==> config.mk <==
export PLATFORM = sky130hd
export DESIGN_NAME = conv2d_feeder
export DESIGN_NICKNAME = d
export VERILOG_FILES = /design/src/rtl/conv2d_feeder_pkg.sv /design/src/rtl/conv2d_feeder_yfifo.sv /design/src/rtl/conv2d_feeder.sv
export SDC_FILE = /design/constraint.sdc
export NUM_CORES = 1
export LEC_CHECK = 0
export CAP_MARGIN = 20
export CORE_MARGIN = 2
export CORE_UTILIZATION = 45
export DETAILED_ROUTE_END_ITERATION = 7
export DONT_BUFFER_PORTS = 1
export PLACE_DENSITY_LB_ADDON = 0.25
export REMOVE_ABC_BUFFERS = 1
export SYNTH_ARGS = -nofsm -noshare
export SYNTH_HDL_FRONTEND = slang
export SYNTH_SLANG_ARGS = --single-unit
==> constraint.sdc <==
create_clock -name clk -period 7.45 [get_ports clk]
set_input_delay 1.49 -clock clk [delete_from_list [all_inputs] [get_ports clk]]
set_output_delay 1.49 -clock clk [all_outputs]
set_load 0.1 [all_outputs]
==> src/rtl/conv2d_feeder_pkg.sv <==
// Shared types for the conv2d_core feeder: FSM state encoding and data width.
package conv2d_feeder_pkg;

    localparam int DATA_W = 32;

    typedef enum logic [1:0] {
        ST_IDLE  = 2'd0,
        ST_LOAD  = 2'd1,
        ST_RUN   = 2'd2,
        ST_DRAIN = 2'd3
    } feederState_e;

endpackage

==> src/rtl/conv2d_feeder_yfifo.sv <==
// Show-ahead synchronous FIFO holding prefetched y partial sums.
// Popping an empty FIFO returns 0 and changes nothing.
module conv2d_feeder_yfifo
    import conv2d_feeder_pkg::*;
#(
    parameter int DEPTH = 8
) (
    input  logic                     clk,
    input  logic                     rst,
    input  logic                     flush_i,
    input  logic                     push_i,
    input  logic [DATA_W-1:0]        pushData_i,
    input  logic                     pop_i,
    output logic [DATA_W-1:0]        popData_o,
    output logic [$clog2(DEPTH):0]   count_o,
    output logic                     empty_o
);

    localparam int PW = $clog2(DEPTH);

    logic [DATA_W-1:0] store_q [DEPTH];
    logic [PW-1:0]     wrPtr_q;
    logic [PW-1:0]     rdPtr_q;
    logic [PW:0]       count_q;
    logic              doPush;
    logic              doPop;

    assign empty_o   = (count_q == '0);
    assign count_o   = count_q;
    assign doPush    = push_i && !flush_i && (count_q != (PW+1)'(DEPTH));
    assign doPop     = pop_i && !flush_i && !empty_o;
    assign popData_o = empty_o ? '0 : store_q[rdPtr_q];

    always_ff @(posedge clk or negedge rst) begin
        if (!rst) begin
            wrPtr_q <= '0;
            rdPtr_q <= '0;
            count_q <= '0;
        end else if (flush_i) begin
            wrPtr_q <= '0;
            rdPtr_q <= '0;
            count_q <= '0;
        end else begin
            if (doPush) wrPtr_q <= wrPtr_q + PW'(1);
            if (doPop)  rdPtr_q <= rdPtr_q + PW'(1);
            if (doPush && !doPop)      count_q <= count_q + (PW+1)'(1);
            else if (doPop && !doPush) count_q <= count_q - (PW+1)'(1);
        end
    end

    // Storage needs no reset: reads are masked while the FIFO is empty.
    always_ff @(posedge clk) begin
        if (doPush) store_q[wrPtr_q] <= pushData_i;
    end

endmodule

==> src/rtl/conv2d_feeder.sv <==
// Drives conv2d_core's pixel interface: streams x, prefetches y through a shared
// fixed-latency read port, and writes z results back to memory.
module conv2d_feeder
    import conv2d_feeder_pkg::*;
#(
    parameter int C_WIDTH  = 9,
    parameter int AW       = 16,
    parameter int RD_LAT   = 2,
    parameter int YF_DEPTH = 8
) (
    input  logic               clk,
    input  logic               rst,
    input  logic               cfg_start,
    input  logic               cfg_abort,
    input  logic [AW-1:0]      cfg_base_x,
    input  logic [AW-1:0]      cfg_base_y,
    input  logic [AW-1:0]      cfg_base_z,
    input  logic [C_WIDTH-1:0] cfg_width_in,
    input  logic [C_WIDTH-1:0] cfg_height_out,
    input  logic               cfg_y_en,
    output logic               busy,
    output logic               done,
    output logic               err_ufl,
    output logic               mem_rd,
    output logic [AW-1:0]      mem_raddr,
    input  logic [DATA_W-1:0]  mem_rdata,
    output logic               mem_wr,
    output logic [AW-1:0]      mem_waddr,
    output logic [DATA_W-1:0]  mem_wdata,
    output logic               param_ena,
    output logic [C_WIDTH-1:0] param_width_in,
    output logic [C_WIDTH-1:0] param_height_out,
    output logic               pxl_ena_x,
    output logic [DATA_W-1:0]  pxl_x,
    input  logic               pxl_ena_y,
    output logic [DATA_W-1:0]  pxl_y,
    input  logic               pxl_ena_z,
    input  logic [DATA_W-1:0]  pxl_z,
    input  logic               pxl_ovr
);

    localparam int CNT_W = 2 * C_WIDTH;
    localparam int FCW   = $clog2(YF_DEPTH) + 1;

    feederState_e       state_q, state_d;
    logic [C_WIDTH-1:0] widthIn_q, heightOut_q;
    logic [AW-1:0]      baseX_q, baseY_q, baseZ_q;
    logic               yEn_q;
    logic [CNT_W-1:0]   xIssued_q, yIssued_q;
    logic [AW-1:0]      zCnt_q;
    logic               memRd_q, rdIsY_q;
    logic [AW-1:0]      memRaddr_q;
    logic [RD_LAT-1:0]  tagValid_q, tagIsY_q;
    logic               pxlEnaX_q;
    logic [DATA_W-1:0]  pxlX_q, pxlY_q;
    logic               errUfl_q;
    logic               memWr_q;
    logic [AW-1:0]      memWaddr_q;
    logic [DATA_W-1:0]  memWdata_q;

    logic [CNT_W-1:0]   nx, ny;
    logic               startPulse, active;
    logic [7:0]         yInFlight;
    logic [15:0]        yPending;
    logic               yGo, xGo, zGo, yReq, fifoPop;
    logic               retX, retY;
    logic [DATA_W-1:0]  fifoData;
    logic [FCW-1:0]     fifoCount;
    logic               fifoEmpty;

    assign nx = CNT_W'(widthIn_q) * (CNT_W'(heightOut_q) + CNT_W'(2));
    assign ny = (CNT_W'(widthIn_q) - CNT_W'(2)) * CNT_W'(heightOut_q);

    assign startPulse = (state_q == ST_IDLE) && cfg_start && !cfg_abort;
    assign active     = (state_q == ST_RUN) || (state_q == ST_DRAIN);

    // y reads already issued but not yet in the FIFO reserve FIFO space.
    always_comb begin
        yInFlight = 8'(memRd_q && rdIsY_q);
        for (int i = 0; i < RD_LAT; i++) begin
            yInFlight = yInFlight + 8'(tagValid_q[i] && tagIsY_q[i]);
        end
    end

    assign yPending = 16'(fifoCount) + 16'(yInFlight);
    assign yGo = active && yEn_q && (yIssued_q < ny)
                 && (yPending < 16'(YF_DEPTH / 2)) && !cfg_abort;
    assign xGo = (state_q == ST_RUN) && (xIssued_q < nx) && !yGo && !cfg_abort;
    assign zGo = active && pxl_ena_z;

    assign retX    = tagValid_q[RD_LAT-1] && !tagIsY_q[RD_LAT-1];
    assign retY    = tagValid_q[RD_LAT-1] &&  tagIsY_q[RD_LAT-1];
    assign yReq    = active && pxl_ena_y;
    assign fifoPop = yReq && yEn_q;

    always_ff @(posedge clk or negedge rst) begin
        if (!rst) state_q <= ST_IDLE;
        else      state_q <= state_d;
    end

    always_comb begin
        state_d = state_q;
        if (cfg_abort) begin
            state_d = ST_IDLE;
        end else begin
            case (state_q)
                ST_IDLE:  if (cfg_start) state_d = ST_LOAD;
                ST_LOAD:  state_d = ST_RUN;
                ST_RUN:   if (xIssued_q == nx) state_d = ST_DRAIN;
                ST_DRAIN: if (pxl_ovr) state_d = ST_IDLE;
                default:  state_d = ST_IDLE;
            endcase
        end
    end

    always_comb begin
        busy      = (state_q != ST_IDLE);
        param_ena = (state_q == ST_LOAD);
        done      = (state_q == ST_DRAIN) && pxl_ovr && !cfg_abort;
    end

    always_ff @(posedge clk or negedge rst) begin
        if (!rst) begin
            widthIn_q   <= '0;
            heightOut_q <= '0;
            baseX_q     <= '0;
            baseY_q     <= '0;
            baseZ_q     <= '0;
            yEn_q       <= 1'b0;
            xIssued_q   <= '0;
            yIssued_q   <= '0;
            zCnt_q      <= '0;
        end else if (startPulse) begin
            widthIn_q   <= cfg_width_in;
            heightOut_q <= cfg_height_out;
            baseX_q     <= cfg_base_x;
            baseY_q     <= cfg_base_y;
            baseZ_q     <= cfg_base_z;
            yEn_q       <= cfg_y_en;
            xIssued_q   <= '0;
            yIssued_q   <= '0;
            zCnt_q      <= '0;
        end else begin
            if (xGo) xIssued_q <= xIssued_q + CNT_W'(1);
            if (yGo) yIssued_q <= yIssued_q + CNT_W'(1);
            if (zGo) zCnt_q    <= zCnt_q + AW'(1);
        end
    end

    always_ff @(posedge clk or negedge rst) begin
        if (!rst) begin
            memRd_q    <= 1'b0;
            rdIsY_q    <= 1'b0;
            memRaddr_q <= '0;
        end else begin
            memRd_q <= yGo || xGo;
            if (yGo) begin
                memRaddr_q <= baseY_q + AW'(yIssued_q);
                rdIsY_q    <= 1'b1;
            end else if (xGo) begin
                memRaddr_q <= baseX_q + AW'(xIssued_q);
                rdIsY_q    <= 1'b0;
            end
        end
    end

    // Tag pipe is fed by the registered strobe so its last stage lines up with mem_rdata.
    always_ff @(posedge clk or negedge rst) begin
        if (!rst) begin
            tagValid_q <= '0;
            tagIsY_q   <= '0;
        end else if (cfg_abort) begin
            tagValid_q <= '0;
            tagIsY_q   <= '0;
        end else begin
            tagValid_q[0] <= memRd_q;
            tagIsY_q[0]   <= rdIsY_q;
            for (int i = 1; i < RD_LAT; i++) begin
                tagValid_q[i] <= tagValid_q[i-1];
                tagIsY_q[i]   <= tagIsY_q[i-1];
            end
        end
    end

    always_ff @(posedge clk or negedge rst) begin
        if (!rst) begin
            pxlEnaX_q <= 1'b0;
            pxlX_q    <= '0;
            pxlY_q    <= '0;
            errUfl_q  <= 1'b0;
        end else begin
            pxlEnaX_q <= retX && !cfg_abort;
            if (retX) pxlX_q <= mem_rdata;
            if (yReq) pxlY_q <= yEn_q ? fifoData : '0;
            if (startPulse)                errUfl_q <= 1'b0;
            else if (fifoPop && fifoEmpty) errUfl_q <= 1'b1;
        end
    end

    always_ff @(posedge clk or negedge rst) begin
        if (!rst) begin
            memWr_q    <= 1'b0;
            memWaddr_q <= '0;
            memWdata_q <= '0;
        end else begin
            memWr_q <= zGo;
            if (zGo) begin
                memWaddr_q <= baseZ_q + zCnt_q;
                memWdata_q <= pxl_z;
            end
        end
    end

    conv2d_feeder_yfifo #(
        .DEPTH(YF_DEPTH)
    ) u_yfifo (
        .clk        (clk),
        .rst        (rst),
        .flush_i    (cfg_abort || startPulse),
        .push_i     (retY && !cfg_abort),
        .pushData_i (mem_rdata),
        .pop_i      (fifoPop),
        .popData_o  (fifoData),
        .count_o    (fifoCount),
        .empty_o    (fifoEmpty)
    );

    assign err_ufl          = errUfl_q;
    assign mem_rd           = memRd_q;
    assign mem_raddr        = memRaddr_q;
    assign mem_wr           = memWr_q;
    assign mem_waddr        = memWaddr_q;
    assign mem_wdata        = memWdata_q;
    assign param_width_in   = widthIn_q;
    assign param_height_out = heightOut_q;
    assign pxl_ena_x        = pxlEnaX_q;
    assign pxl_x            = pxlX_q;
    assign pxl_y            = pxlY_q;

endmodule
# Word level (Yosys, flattened, before mapping)
# Memories as Yosys holds them, arrays and structs flattened.
# Cells that the tools add are included.
[op_classes]
reduce_logical = 49
bitwise = 0
n_shift = 0
multipliers = 2
order_cmp = 3
n_addsub = 15
n_eq_ne = 8
n_mux = 30
n_div = 0
[ops]
columns = ["op", "count"]
rows = [
  ["two-way mux 18 bit", 4],
  ["two-way mux 16 bit", 4],
  ["two-way mux 32 bit", 2],
  ["adder 16 bit", 3],
  ["adder 18 x 1 -> 18 bit (second input constant)", 2],
  ["< comparator 18 bit", 2],
  ["logical AND 1 bit", 27],
  ["equality test 18 bit", 1],
  ["multiplier 10 x 10 -> 18 bit", 1],
  ["multiplier 9 x 10 -> 18 bit", 1],
  ["adder 16 x 1 -> 16 bit (second input constant)", 1],
  ["nonzero test 2 bit", 8],
  ["two-way mux 2 bit", 6],
  ["two-way mux 3 bit", 4],
  ["two-way mux 4 bit", 3],
  ["adder 9 x 2 -> 10 bit (second input constant)", 1],
  ["subtractor 9 x 2 -> 10 bit (second input constant)", 1],
  ["case mux 2 bit (4 select lines)", 1],
  ["logical NOT 1 bit", 7],
  ["adder 3 x 1 -> 3 bit (second input constant)", 2],
  ["two-way mux 1 bit", 6],
  ["!= test 3 bit (second input constant)", 2],
  ["adder 4 x 3 -> 5 bit", 1],
  ["< comparator 5 x 3 -> 1 bit (second input constant)", 1],
  ["other kinds (13)", 16],
]
[totals]
latchBits = 0
regBits = 268
elab_cells = 133
out_inout_bits = 153
ram_bits = 256
mem_bits_ro = 0
n_memories = 1
inputBits = 138
[memory_table]
columns = ["memory", "words", "word_bits", "rd", "rd_clocked_by_memory_dff", "write_ports", "line_no", "text"]
rows = [
  ["u_yfifo.store_q", 8, 32, 1, 0, 1, "conv2d_feeder_yfifo.sv:21", "logic [DATA_W-1:0] store_q [DEPTH];"],
]

# Logic depth before layout (Yosys ltp)
[depth]
ltp_word = 12
ltp_mapped = 37
ltp_nobuf = 34

# By module
# Synthesis repeated with hierarchy kept, for this count alone.
[hier_totals]
cells_unflattened = 2661
area_unflattened_um2 = 30016.3
[modules_own_cells]
columns = ["mod", "seq_area_each_um2", "n_inst", "area_per_inst_um2", "cells_per_inst"]
rows = [
  ["conv2d_feeder", 6456.2, 1, 19652.6, 2185],
  ["conv2d_feeder_yfifo", 7937.6, 1, 10363.7, 476],
]

# Least setup slack after synthesis
# OpenSTA, ideal clock, no wires.
[synth_timing]
path_type = "register -> register"
from = "register widthIn_q[1] (netlist: param_width_in[1])"
to = "register yIssued_q[15]"
setup_slack_ns = -1.271
path_buffers = 2
t_arrival_ns = 8.589
setup_time_ns = 0.132
period_less_slack_ns = 8.721
path_stages_with_launch = 36
required_ns = 7.318
cell_sequence = "dfrtp_1 -> clkbuf_1 -> inv_1 -> ha_1 -> nand2_1 -> or3_1 -> xnor2_1 -> nand2_1 -> fa_1 -> inv_1 -> fa_1 -> inv_1 -> fa_1 -> inv_1 -> fa_1 -> inv_1 -> fa_1 -> inv_1 -> ha_1 -> and2_1 -> o21ai_0 -> o311ai_0 -> a31oi_1 -> nor2b_1 -> o21a_1 -> o41a_1 -> xnor2_1 -> ha_1 -> or4_1 -> nor3_2 -> o2111ai_2 -> or3_1 -> buf_2 -> nor4_1 -> xnor2_1 -> nor2_1"
[synth_via]
elab_chain_len = 7
[synth_lines]
columns = ["element", "line_no", "text"]
rows = [
  ["start, declared", "conv2d_feeder.sv:46", "logic [C_WIDTH-1:0] widthIn_q, heightOut_q;"],
  ["start signal, assigned", "conv2d_feeder.sv:134", "widthIn_q <= cfg_width_in;"],
  ["subtractor 9 x 2 -> 10 bit", "conv2d_feeder.sv:72", "assign ny = (CNT_W'(widthIn_q) - CNT_W'(2)) * CNT_W'(heightOut_q);"],
  ["multiplier 10 x 10 -> 18 bit", "conv2d_feeder.sv:72", ""],
  ["< comparator 18 bit", "conv2d_feeder.sv:86", "assign yGo = active && yEn_q && (yIssued_q < ny)"],
  ["logical AND 1 bit", "conv2d_feeder.sv:86", ""],
  ["logical AND 1 bit (2 in series)", "conv2d_feeder.sv:87", "&& (yPending < 16'(YF_DEPTH / 2)) && !cfg_abort;"],
  ["nonzero test 2 bit (no line)", "--", ""],
  ["end signal, assigned", "conv2d_feeder.sv:145", "if (yGo) yIssued_q <= yIssued_q + CNT_W'(1);"],
  ["end, declared", "conv2d_feeder.sv:49", "logic [CNT_W-1:0] xIssued_q, yIssued_q;"],
]
# No other way between the ends.
# A chain may end at the register's enable or synchronous reset.

# Worst setup path in the final report
[layout_timing]
from = "register widthIn_q[1] (netlist: param_width_in[1])"
to = "register yIssued_q[11]"
# The elaborated chain is that of the path after synthesis.

==> metrics.md <==
| Metric | Value |
|---|---|
| Status | finished with violations |
| Failing checks | negative setup slack |
| Gr usage total | a little over a fifth |
| GR met1 Demand/Resource | 28.37% |
| Skew final | 0.02786 ns |
| Warnings from Yosys | 0 |
| Fmax achieved | 0.1288 GHz |
| Reg clk slew, reported paths | 0.06 ns |
| Antenna Nets Post-Route | 0 |
| Htree depth | 2 |
| Total grt overflow | 0 |
| Yosys top cell by area | edfxtp_1 |
| Maximum clock insertion buffer count | 3 |
| Number of synthesized flops with an enable pin | 256 |
| Largest family of logic cells by synthesized area | adder cells |
| Crit-path max cell delay | 0.53 ns |
| CTS sink cnt | ~520 |
| Startpoint types | flip-flop |
| DP Wirelength | 48,370 um |
| Root Buffer | clkbuf_16 |
| Top cells by area, synth | edfxtp_1 26%, dfrtp_1 23%, fa_1 9.1% |
| Synth Area in Adders | 16.43% |
| Latest clock arrival within the worst-skew pair | 0.63 ns |
| Synth Area in XOR/XNOR | 3.839% |
| Vias in the first global route | 20,184 |
| Top Ports | 291 |
| Internal reg-to-reg setup slack | -0.31 ns |
| Area delta synth->final | 15.26% |
| Async S/R FF share, synth | about half |
| Die Ht | around 260 um |
| Routed WL per cell | just under 20 um |
| First-pass DRT Iterations | 6 |
| DRC viols | 0 |
| Met2 Use GR | 35.43% |
| Met3 usage | 4.737% |
| Period utilisation layout | 104.2% |
| Port Buffers | 0 |
| Placed Instance Area | 31,240 sq um |
| First-pass GRT wire length | 113,200 um |
| Unrepaired setup endpoints after global routing | true |
| Number of max-cap violations | 0 |
| Sequential area share after synthesis | approximately half |
| Compound-Gate Fraction of Synth Area | 5.863% |
| Final worst setup slack | -0.3133 ns |
| DP Worst Slack | -0.6960 ns |
| Crit path time final | 7.763 ns |
| Synth Flop Type | dfrtp_1 |
| Worst slew pin tran | 1.063 ns |
| Post-synthesis register bit count | 524 |
| Yosys top cell area share | 26.12% |
| Site Rows | 93 |
| Via/cell ratio | 5.391 |
| Slew Limit Fails | 0 |
| Max-slew headroom | 28.73% |
| Multiplexer area fraction after synthesis | 7.662% |
| Worst EP required | 7.92 ns |
| Initial antenna violation count | 8 |
| Mean Syn Cell Area | 11.45 sq um |
| Largest net degree at the start of global routing | 269 |
| # fillers | ~5,600 |
| Setup CP Type | flip-flop to flip-flop |
| Crit. End Element | flip-flop |
| Netlist Area Pre-Place | 29,430 sq um |
| Initial Utilization | between 40% and 50% |
| Core area | 64,580 sq um |
| Vias post-DR | between 15,000 and 20,000 |
| Most used cell, CP | fa_1 |
| Post-Syn Instances | roughly 2,600 |
| Hold WC Path Type | flip-flop to flip-flop |
| Slowest library cell on the worst path | fa_1 |
| Number of DRC markers in iteration 0 | 1,105 |
| CTS tree | done |
| Total CTS buffers | 57 |
| Final setup vio count | 53 |
| Die Wd | 259.7 um |
| Cts hold-fix bufs | 0 |
| Busiest grt layer | met2 |
| RePlAce Congestion | 0.8671 |
| Synth Area in Simple Gates | 13.33% |
| Final Hold Fails | 0 |
| CP Max Fanout | 5 |
| CP arrival | 8.24 ns |
| Fin nets | around 3,100 |
| WL final | 71,660 um |
| Netlist cell types | 63 |
| Finished Cell Area | around 34,000 sq um |
| Ratio of cells with drive above 1 in the final layout | between 10% and 20% |
| Die area | 67,460 sq um |
## flip-flops by register name, summed over array words and instances, names as in the netlist, 3 cells and up
name / flops
u_yfifo.store_q: 256
mem_wdata: 32
pxl_x: 32
pxl_y: 32
xIssued_q: 18
yIssued_q: 18
baseX_q: 16
baseY_q: 16
baseZ_q: 16
mem_raddr: 16
mem_waddr: 16
zCnt_q: 16
param_height_out: 9
param_width_in: 9
u_yfifo.count_o: 4
u_yfifo.rdPtr_q: 3
u_yfifo.wrPtr_q: 3
## repair_timing
item | in CTS | in global routing
setup buffers | 13 | 15
pin swaps | 32 | 28
setup endpoints to repair | 54 | 55
gates resized for setup | 61 | 40
cloned | 1 | 3
## routing by layer
metal  wire length, um  part of all wire [%]
met1             30630                    43
met2             34490                    48
met3              4383                   6.1
met4              2123                   3.0
met5                36                 0.050
## final timing paths
kind / start / cells past startpoint / end
setup / recovery: param_width_in[1] / 36 / yIssued_q[11]
hold / removal: baseZ_q[3] / 2 / baseZ_q[3]
setup reg to reg: param_width_in[1] / 36 / yIssued_q[11]
hold reg to reg: baseZ_q[3] / 2 / baseZ_q[3]
max in group asynchronous: rst / 0 / baseX_q[7]
min in group asynchronous: rst / 0 / pxl_x[3]
## kinds of logic after synthesis
family,Yosys count
compound gates,273
xor+xnor,129
fa+ha+maj,306
buf+inv,308
flops,524
mux,141
simple gates,889
## cells in the mapped netlist, drive strengths merged, types with 20 or more instances
cell    number
a21oi       67
and2        59
and3        20
clkbuf      79
dfrtp      268
edfxtp     256
fa         134
ha         172
inv        212
mux2        34
mux2i       43
mux4        64
nand2      502
nand3       28
nor2       127
nor2b       39
nor3        41
o21ai       88
xnor2       73
xor2        56
## per-stage QoR
step                setup TNS, ns  hold slack, ns  std cells  util (%)
finish                     -9.274          0.4886       3606     52.52
floorplan                 -110.18          0.4523       2474         -
CTS                        -17.18          0.4890       3581     51.84
global placement           -21.66          0.4702       3461     48.37
global route               -26.40          0.5079       3606     52.52
detailed placement         -30.01          0.4720       3461     48.37
## area by class of cell
| type | count | area, sq um | share of cell area [%] |
|---|---|---|---|
| antenna | 5 | 12.51 | 0.03689 |
| clock buffer | 78 | 1565 | 4.615 |
| clock inverter | 29 | 289.0 | 0.8521 |
| inverter | 212 | 795.8 | 2.346 |
| multi-input combinational | 1738 | 14350 | 42.32 |
| sequential | 524 | 14400 | 42.46 |
| tap | 855 | 1070 | 3.154 |
| timing repair buffer | 165 | 1430 | 4.216 |
## placed cells by master (no fill, tap or decap), types with 29 or more instances in the layout
master / n
edfxtp_1: 256
clkbuf_16: 60
mux4_2: 64
mux2_2: 33
mux2i_1: 43
fa_1: 132
xor2_1: 56
nor2b_1: 38
nor2_1: 118
buf_4: 143
nor3_1: 29
a21oi_1: 67
dfrtp_1: 263
ha_1: 166
and2_1: 58
xnor2_1: 71
o21ai_0: 77
inv_1: 209
nand2_1: 498
## critical path, delay by kind of cell, from the launching register on
family,cells,cell delay [ns]
flip-flops,1,0.39
AND/OR/NAND/NOR,10,1.84
XOR/XNOR,3,0.41
adder cells (fa/ha/maj),8,3.05
AO/OA/AOI/OAI,6,1.08
buffers and inverters,9,0.84
Power is not shown: default switching activity piles up to over one toggle a cycle in this logic, so the estimate is an artifact.
